<file path="config.mk">
export PLATFORM = sky130hd
export DESIGN_NAME = uart_rx_word_assembler
export DESIGN_NICKNAME = d
export VERILOG_FILES = /design/src/rtl/uart_rx_word_assembler.sv
export SDC_FILE = /design/constraint.sdc
export NUM_CORES = 1
export LEC_CHECK = 0
export CAP_MARGIN = 20
export CORE_UTILIZATION = 50
export CTS_CLUSTER_DIAMETER = 100
export DETAILED_ROUTE_END_ITERATION = 8
export PLACE_DENSITY_LB_ADDON = 0.2
export SLEW_MARGIN = 20
export SYNTH_ARGS = -nofsm -noshare
export SYNTH_HDL_FRONTEND = slang
export SYNTH_SLANG_ARGS = --single-unit
</file>
<file path="constraint.sdc">
create_clock -name clk -period 2.45 [get_ports clk]
set_input_delay 0.245 -clock clk [delete_from_list [all_inputs] [get_ports clk]]
set_output_delay 0.245 -clock clk [all_outputs]
set_load 0.05 [all_outputs]
</file>
<file path="src/rtl/uart_rx_word_assembler.sv">
// uart_rx_word_assembler: packs four received bytes into a 32-bit word with an inter-byte timeout (define UART_ASM_BIG_ENDIAN_EN for MSB-first packing)
module uart_rx_word_assembler #(
  parameter int TIMEOUT_CYCLES = 125_000
) (
  input  logic        clk,
  input  logic        rst,
  input  logic        flush,
  input  logic [7:0]  in_data,
  input  logic        in_valid,
  output logic        in_ready,
  output logic [31:0] out_data,
  output logic        out_valid,
  input  logic        out_ready,
  output logic [1:0]  byte_cnt,
  output logic        timeout_err
);
  localparam int TO_CNT_WIDTH = TIMEOUT_CYCLES > 0 ? $clog2(TIMEOUT_CYCLES + 1) : 1;
  typedef enum logic [1:0] {IDLE, COLLECT, FULL} state_t;
  state_t state;
  logic accept;
  logic timeout;
  logic [1:0] lane;
  assign in_ready = state != FULL;
  assign accept = in_valid && in_ready && !flush;
`ifdef UART_ASM_BIG_ENDIAN_EN
  assign lane = 2'd3 - byte_cnt;
`else
  assign lane = byte_cnt;
`endif
  if (TIMEOUT_CYCLES > 0) begin : g_to
    logic [TO_CNT_WIDTH-1:0] to_cnt;
    assign timeout = state == COLLECT && !accept && to_cnt == TO_CNT_WIDTH'(TIMEOUT_CYCLES - 1);
    // idle-cycle counter, only runs while a partial word waits for its next byte
    always_ff @(posedge clk or negedge rst)
      if (!rst) to_cnt <= '0;
      else if (flush || accept || timeout || state != COLLECT) to_cnt <= '0;
      else to_cnt <= to_cnt + 1'b1;
  end else begin : g_no_to
    assign timeout = 1'b0;
  end
  // word assembly FSM: flush beats hand-off, hand-off beats accept, accept beats timeout
  always_ff @(posedge clk or negedge rst)
    if (!rst) begin
      state <= IDLE;
      byte_cnt <= '0;
      out_data <= '0;
      out_valid <= 1'b0;
      timeout_err <= 1'b0;
    end else begin
      timeout_err <= 1'b0;
      if (flush) begin
        state <= IDLE;
        byte_cnt <= '0;
        out_data <= '0;
        out_valid <= 1'b0;
      end else if (state == FULL) begin
        if (out_ready) begin
          state <= IDLE;
          out_data <= '0;
          out_valid <= 1'b0;
        end
      end else if (accept) begin
        out_data[{lane, 3'b000} +: 8] <= in_data;
        byte_cnt <= byte_cnt + 2'd1;
        state <= byte_cnt == 2'd3 ? FULL : COLLECT;
        out_valid <= byte_cnt == 2'd3;
      end else if (timeout) begin
        state <= IDLE;
        byte_cnt <= '0;
        out_data <= '0;
        timeout_err <= 1'b1;
      end
    end
endmodule

</file>
Word-level counts from Yosys, hierarchy flattened
Index checks and enable logic that the tools add are counted.
{"block": "op_classes", "add_sub_neg": 3, "n_shift": 2, "mux": 24, "reduce_logical": 15, "eq_ne": 8}
{"op": "$mux 32", "n": 5}
{"op": "$bwmux 32", "n": 1}
{"op": "$shift 8x7->32 const A", "n": 1}
{"op": "$shiftx 8x7->32", "n": 1}
{"op": "$mux 2", "n": 9}
{"op": "$add 17x1->17 const B", "n": 1}
{"op": "$eq 17x17->1 const B", "n": 1}
{"op": "$mux 17", "n": 1}
{"op": "$mux 1", "n": 8}
{"op": "$neg 5->7", "n": 1}
{"op": "$reduce_and 2->1", "n": 3}
{"op": "$reduce_bool 3->1", "n": 2}
{"op": "$eq 2x2->1 const B", "n": 2}
{"op": "$logic_and 1x1->1", "n": 4}
{"op": "$ne 2x2->1 const B", "n": 2}
{"op": "$reduce_bool 4->1", "n": 1}
{"op": "$logic_or 1x1->1", "n": 3}
{"op": "$ne 3x3->1 const B", "n": 1}
{"op": "$add 2x1->2 const B", "n": 1}
{"op": "$eq 2x1->1 const B", "n": 1}
{"op": "$logic_not 1->1", "n": 2}
{"op": "$ne 2x1->1 const B", "n": 1}
{"block": "totals", "word_cells": 58, "ff_bits": 55, "inputBits": 13, "output_inout_bits": 37}

Longest topological paths before layout
{"block": "logic_depth", "ltp_word": 10, "ltp_mapped": 7, "depth_no_buf": 5}

Least setup slack after synthesis
Ideal clock, no wire load.
{"block": "synth_timing", "kind": "reg-to-reg", "start": "register byte_cnt[0]", "end": "register out_data[10]", "t_required_ps": 2382, "stages_incl_launch_ff": 6, "setup_time_ps": 68, "arrival_time_ps": 2111, "period_less_slack_ps": 2180, "slack_ps": 270, "path_buffers": 0, "cell_sequence": "dfrtp_1 inv_1 ha_1 nand2_1 nor4_4 a32o_1"}
{"block": "synth_between", "elab_chain_cells": 6, "word_cells_on_any_way": 7, "classes_between": "1 x add/sub; 2 x shift; 4 x mux"}
{"item": "start: declaration", "line_no": "14", "source": "output logic [1:0] byte_cnt,"}
{"item": "start signal: assignment", "line_no": "64", "source": "byte_cnt <= byte_cnt + 2'd1;"}
{"item": "$neg 5->7 *", "line_no": "63", "source": "out_data[{lane, 3'b000} +: 8] <= in_data;"}
{"item": "$shiftx 8x7->32 / $shift 8x7->32 (equally long branches)", "line_no": "63"}
{"item": "$bwmux 32 *", "line_no": "63"}
{"item": "$mux 32 *", "line_no": "62", "source": "end else if (accept) begin"}
{"item": "$mux 32 *", "line_no": "56", "source": "end else if (state == FULL) begin"}
{"item": "$mux 32 *", "line_no": "51", "source": "if (flush) begin"}
{"item": "end signal: indexed assignment", "line_no": "63"}
{"item": "end: declaration", "line_no": "11", "source": "output logic [31:0] out_data,"}
Every way passes the cells marked *; elsewhere a longest branch is shown, timed or not.
A chain may end at the register's enable or synchronous reset.

Final worst setup path
{"block": "layout_timing", "start": "register state[0]", "end": "output in_ready"}
{"block": "layout_between", "elab_chain_cells": 1}
{"item": "start: declaration", "line_no": "19", "source": "state_t state;"}
{"item": "start signal: assignment", "line_no": "65", "source": "state <= byte_cnt == 2'd3 ? FULL : COLLECT;"}
{"item": "$ne 2x2->1", "line_no": "23", "source": "assign in_ready = state != FULL;"}
{"item": "end: declaration", "line_no": "10", "source": "output logic in_ready,"}
No other way between the ends.

==> key figures <==
Clock tree
  • CTS tree: built
  • Clk buf depth: 2
  • Clock slew at reported path FFs: 0.10 ns
  • TritonCTS Buffers: 5
  • Root Buffer: clkbuf_8
  • Clock Sinks: 55
  • H-tree depth: 2
  • Number of setup buffers added after CTS: 0
  • Worst-Skew Late Latency: 0.30 ns

Routing
  • Routed wire per std cell: between 15 and 20 µm
  • Post-route ant nets: 0
  • First-iteration detailed-routing DRC count: roughly 150
  • Final WL: 5.69 mm
  • Detailed-route DRC error count: 0
  • Via density: slightly below 6
  • Via Count: roughly 2000
  • Router iterations before antenna repair: 4

Setup path
  • Largest fanout on the critical path: 9
  • Crit path max-delay family: buffers and inverters
  • Worst EP arrival: 2.08 ns
  • WP data required: 2.20 ns
  • Worst Setup End Kind: output pin
  • Crit path largest cell delay: roughly 0.84 ns
  • Crit path buf inv count: 3
  • Cells along the critical path: and2b_1 -> buf_4 -> inv_2 -> clkdlybuf4s50_1
  • Crit path kind: register to output pin
  • Slowest cell on the critical path: clkdlybuf4s50_1
  • Critical path launch point type: register

Pwr
  • Power density over the cells: between 500 and 600 mW/mm²
  • LEAKAGE: between 0.001 and 0.0015 µW
  • Peak supply drop: around 0.26 mV

Place
  • Buffers on Ports: approximately 50
  • Detailed Place HPWL: around 4 mm
  • Area after DPL: 0.00321 mm²
  • Final estimated routing congestion in global placement: slightly above 0.8

Floorplan
  • DIE AREA: 0.00558 mm²
  • Die X-Extent: 74.7 µm
  • Core area: a little over 0.005 mm²
  • Starting Density: 0.517
  • Die height: 74.7 µm
  • I/O pin cnt: 50
  • Num rows: 26

Timing
  • Worst hold slack: ~0.46 ns
  • Slew Viols, Final: 0
  • Post-layout min period: ~2.3 ns
  • Maximum clock frequency: 430 MHz
  • Measured slew at the worst slew-check pin: 0.667 ns
  • Clk_skew: about 0.0083 ns
  • Endpoints failing hold: 0
  • Rel. slew slack: 0.555
  • Setup Viol. Count Final: 0
  • Fin crit share: 0.949
  • Setup TNS: 0 ns
  • RSZ-0062 raised after global routing: false

Outcome
  • Status: finished clean

Global routing
  • GRT Total Usage: 0.217
  • Grt total ovfl: 0
  • First-pass GRT wire length: between 9 and 10 mm
  • Pin count of the biggest net entering global routing: between 40 and 50
  • Vias in the first global route: around 1900
  • Initial antenna violation count: 0

Job
  • Max Cap Viol: 0

Final layout
  • Util after Layout: 0.653
  • Nets: 290
  • Antenna fix cells: 0
  • Fraction of layout cells with a size suffix above 1: 0.137
  • Cell area after layout: around 0.0033 mm²
  • Filler cell count: roughly 410
  • Area delta synth->final: 26.3%

Yosys
  • Post-Syn Instances: 214
  • Top cells by area, synth: dfrtp_1 (52%), a32o_1 (9.8%), nor3_1 (4.4%)
  • Syn nets: around 230
  • Ys async rst share: 1.00
  • Biggest area consumer among synthesized cells: dfrtp_1
  • Yosys warning count: 0
  • Number of synthesized flops with an enable pin: 0
  • Top-count cell post-synth: dfrtp_1
  • Netlist cell types: 36
  • Sequential share of the synthesized area: 0.521
  • Most frequent cells after synthesis: dfrtp_1 (55), a32o_1 (26), nor3_1 (23)
  • Post-Syn Area: 0.00264 mm²
  • #FFs+latches synth: 55
  • Primary FF master, synth: dfrtp_1
  • Syn Area/Cell: roughly 12 µm²
  • Top cell type's share of synthesized area: 0.521

Worst hold path
  • Hold WC Path Type: input port to asynchronous set/reset pin
==> through the flow <==
step / cells / total power [µW] / worst slack, ns
final: 340 / 1710 / 0.125
after global routing: 340 / 1790 / 0.0342
after CTS: 339 / 1730 / 0.126
after detailed placement: 332 / 1150 / 0.0662
after global placement: 332 / 1150 / 0.133
after floorplan: 214 / 1060 / 0.270
==> cells in the final DEF, fill, tap and decap left out, types with 2 or more instances in the layout <==
cell,n
nor4_1,5
ha_1,7
a32o_1,26
xor2_1,4
nor4_4,3
dfrtp_1,55
nor4b_4,2
a311oi_2,4
nor2_1,5
a32o_2,6
or3_1,2
nand4_1,5
xnor2_1,11
clkbuf_8,5
o211ai_1,3
nand2_1,10
nand3_1,11
inv_1,6
buf_4,10
nor3_1,23
a21oi_1,3
clkdlybuf4s50_1,48
==> worst paths after layout <==
path                       slack [ns]  cells past startpoint                     start                       end
max reg2reg                      0.25                      5  g_to.to_cnt[0]$_DFF_PN0_  out_data[17]$_DFFE_PN0P_
min reg2reg                      0.53                      1  out_data[26]$_DFFE_PN0P_  out_data[26]$_DFFE_PN0P_
min                              0.46                      2                       rst  out_data[31]$_DFFE_PN0P_
min in group clk                 0.53                      1  out_data[26]$_DFFE_PN0P_  out_data[26]$_DFFE_PN0P_
max                              0.12                      4      state[0]$_DFFE_PN0P_                  in_ready
max in group asynchronous        1.41                      3                       rst   out_data[2]$_DFFE_PN0P_
==> state kept, by name, indices dropped and copies added (netlist names) <==
signal,count
byte_cnt,2
g_to.to_cnt,17
out_data,32
out_valid,1
state,2
timeout_err,1
==> cell families (layout without fill, tap and decap cells) <==
group,Yosys count,after routing,synth area share
muxes,1,1,0.00379
adders and majority gates,7,7,0.0331
buffers and inverters,17,73,0.0369
AOI/OAI and AO/OA,44,44,0.166
and+or+nand+nor,75,75,0.189
xor gates and xnor gates,15,15,0.0497
DFF,55,55,0.521
==> layout make-up <==
type / count / area (µm²) / share of cell area
Sequential cell: 55 / 1380 / 0.412
Multi-Input combinational cell: 142 / 1170 / 0.352
Clock buffer: 5 / 68.8 / 0.0206
Clock inverter: 2 / 37.5 / 0.0112
Inverter: 7 / 26.3 / 0.00787
Timing Repair Buffer: 59 / 566 / 0.169
Tap cell: 70 / 87.6 / 0.0262
==> where the power goes <==
group          internal [µW]  switching (µW)  total, µW
combinational           73.6             130        204
sequential               920            10.1        930
clock                    299             283        582
==> what timing repair did <==
item / in CTS / in global routing
hold buffers: 0 / 1
endpoints found under the setup margin: 0 / 9
resized for setup: 0 / 1
endpoints found under the hold margin: 0 / 44
==> layer usage <==
layer / routed length (µm) / track usage / share of wire / vias to the layer above
li1: - / - / - / 951
met2: 2820 / 0.365 / 0.50 / 48
met1: 2630 / 0.287 / 0.46 / 1005
met4: 27 / 0.0587 / 0.0047 / 0
met5: 0 / 0 / 0 / -
met3: 214 / 0.0455 / 0.038 / 2
Power figures use the tool's default switching activity.
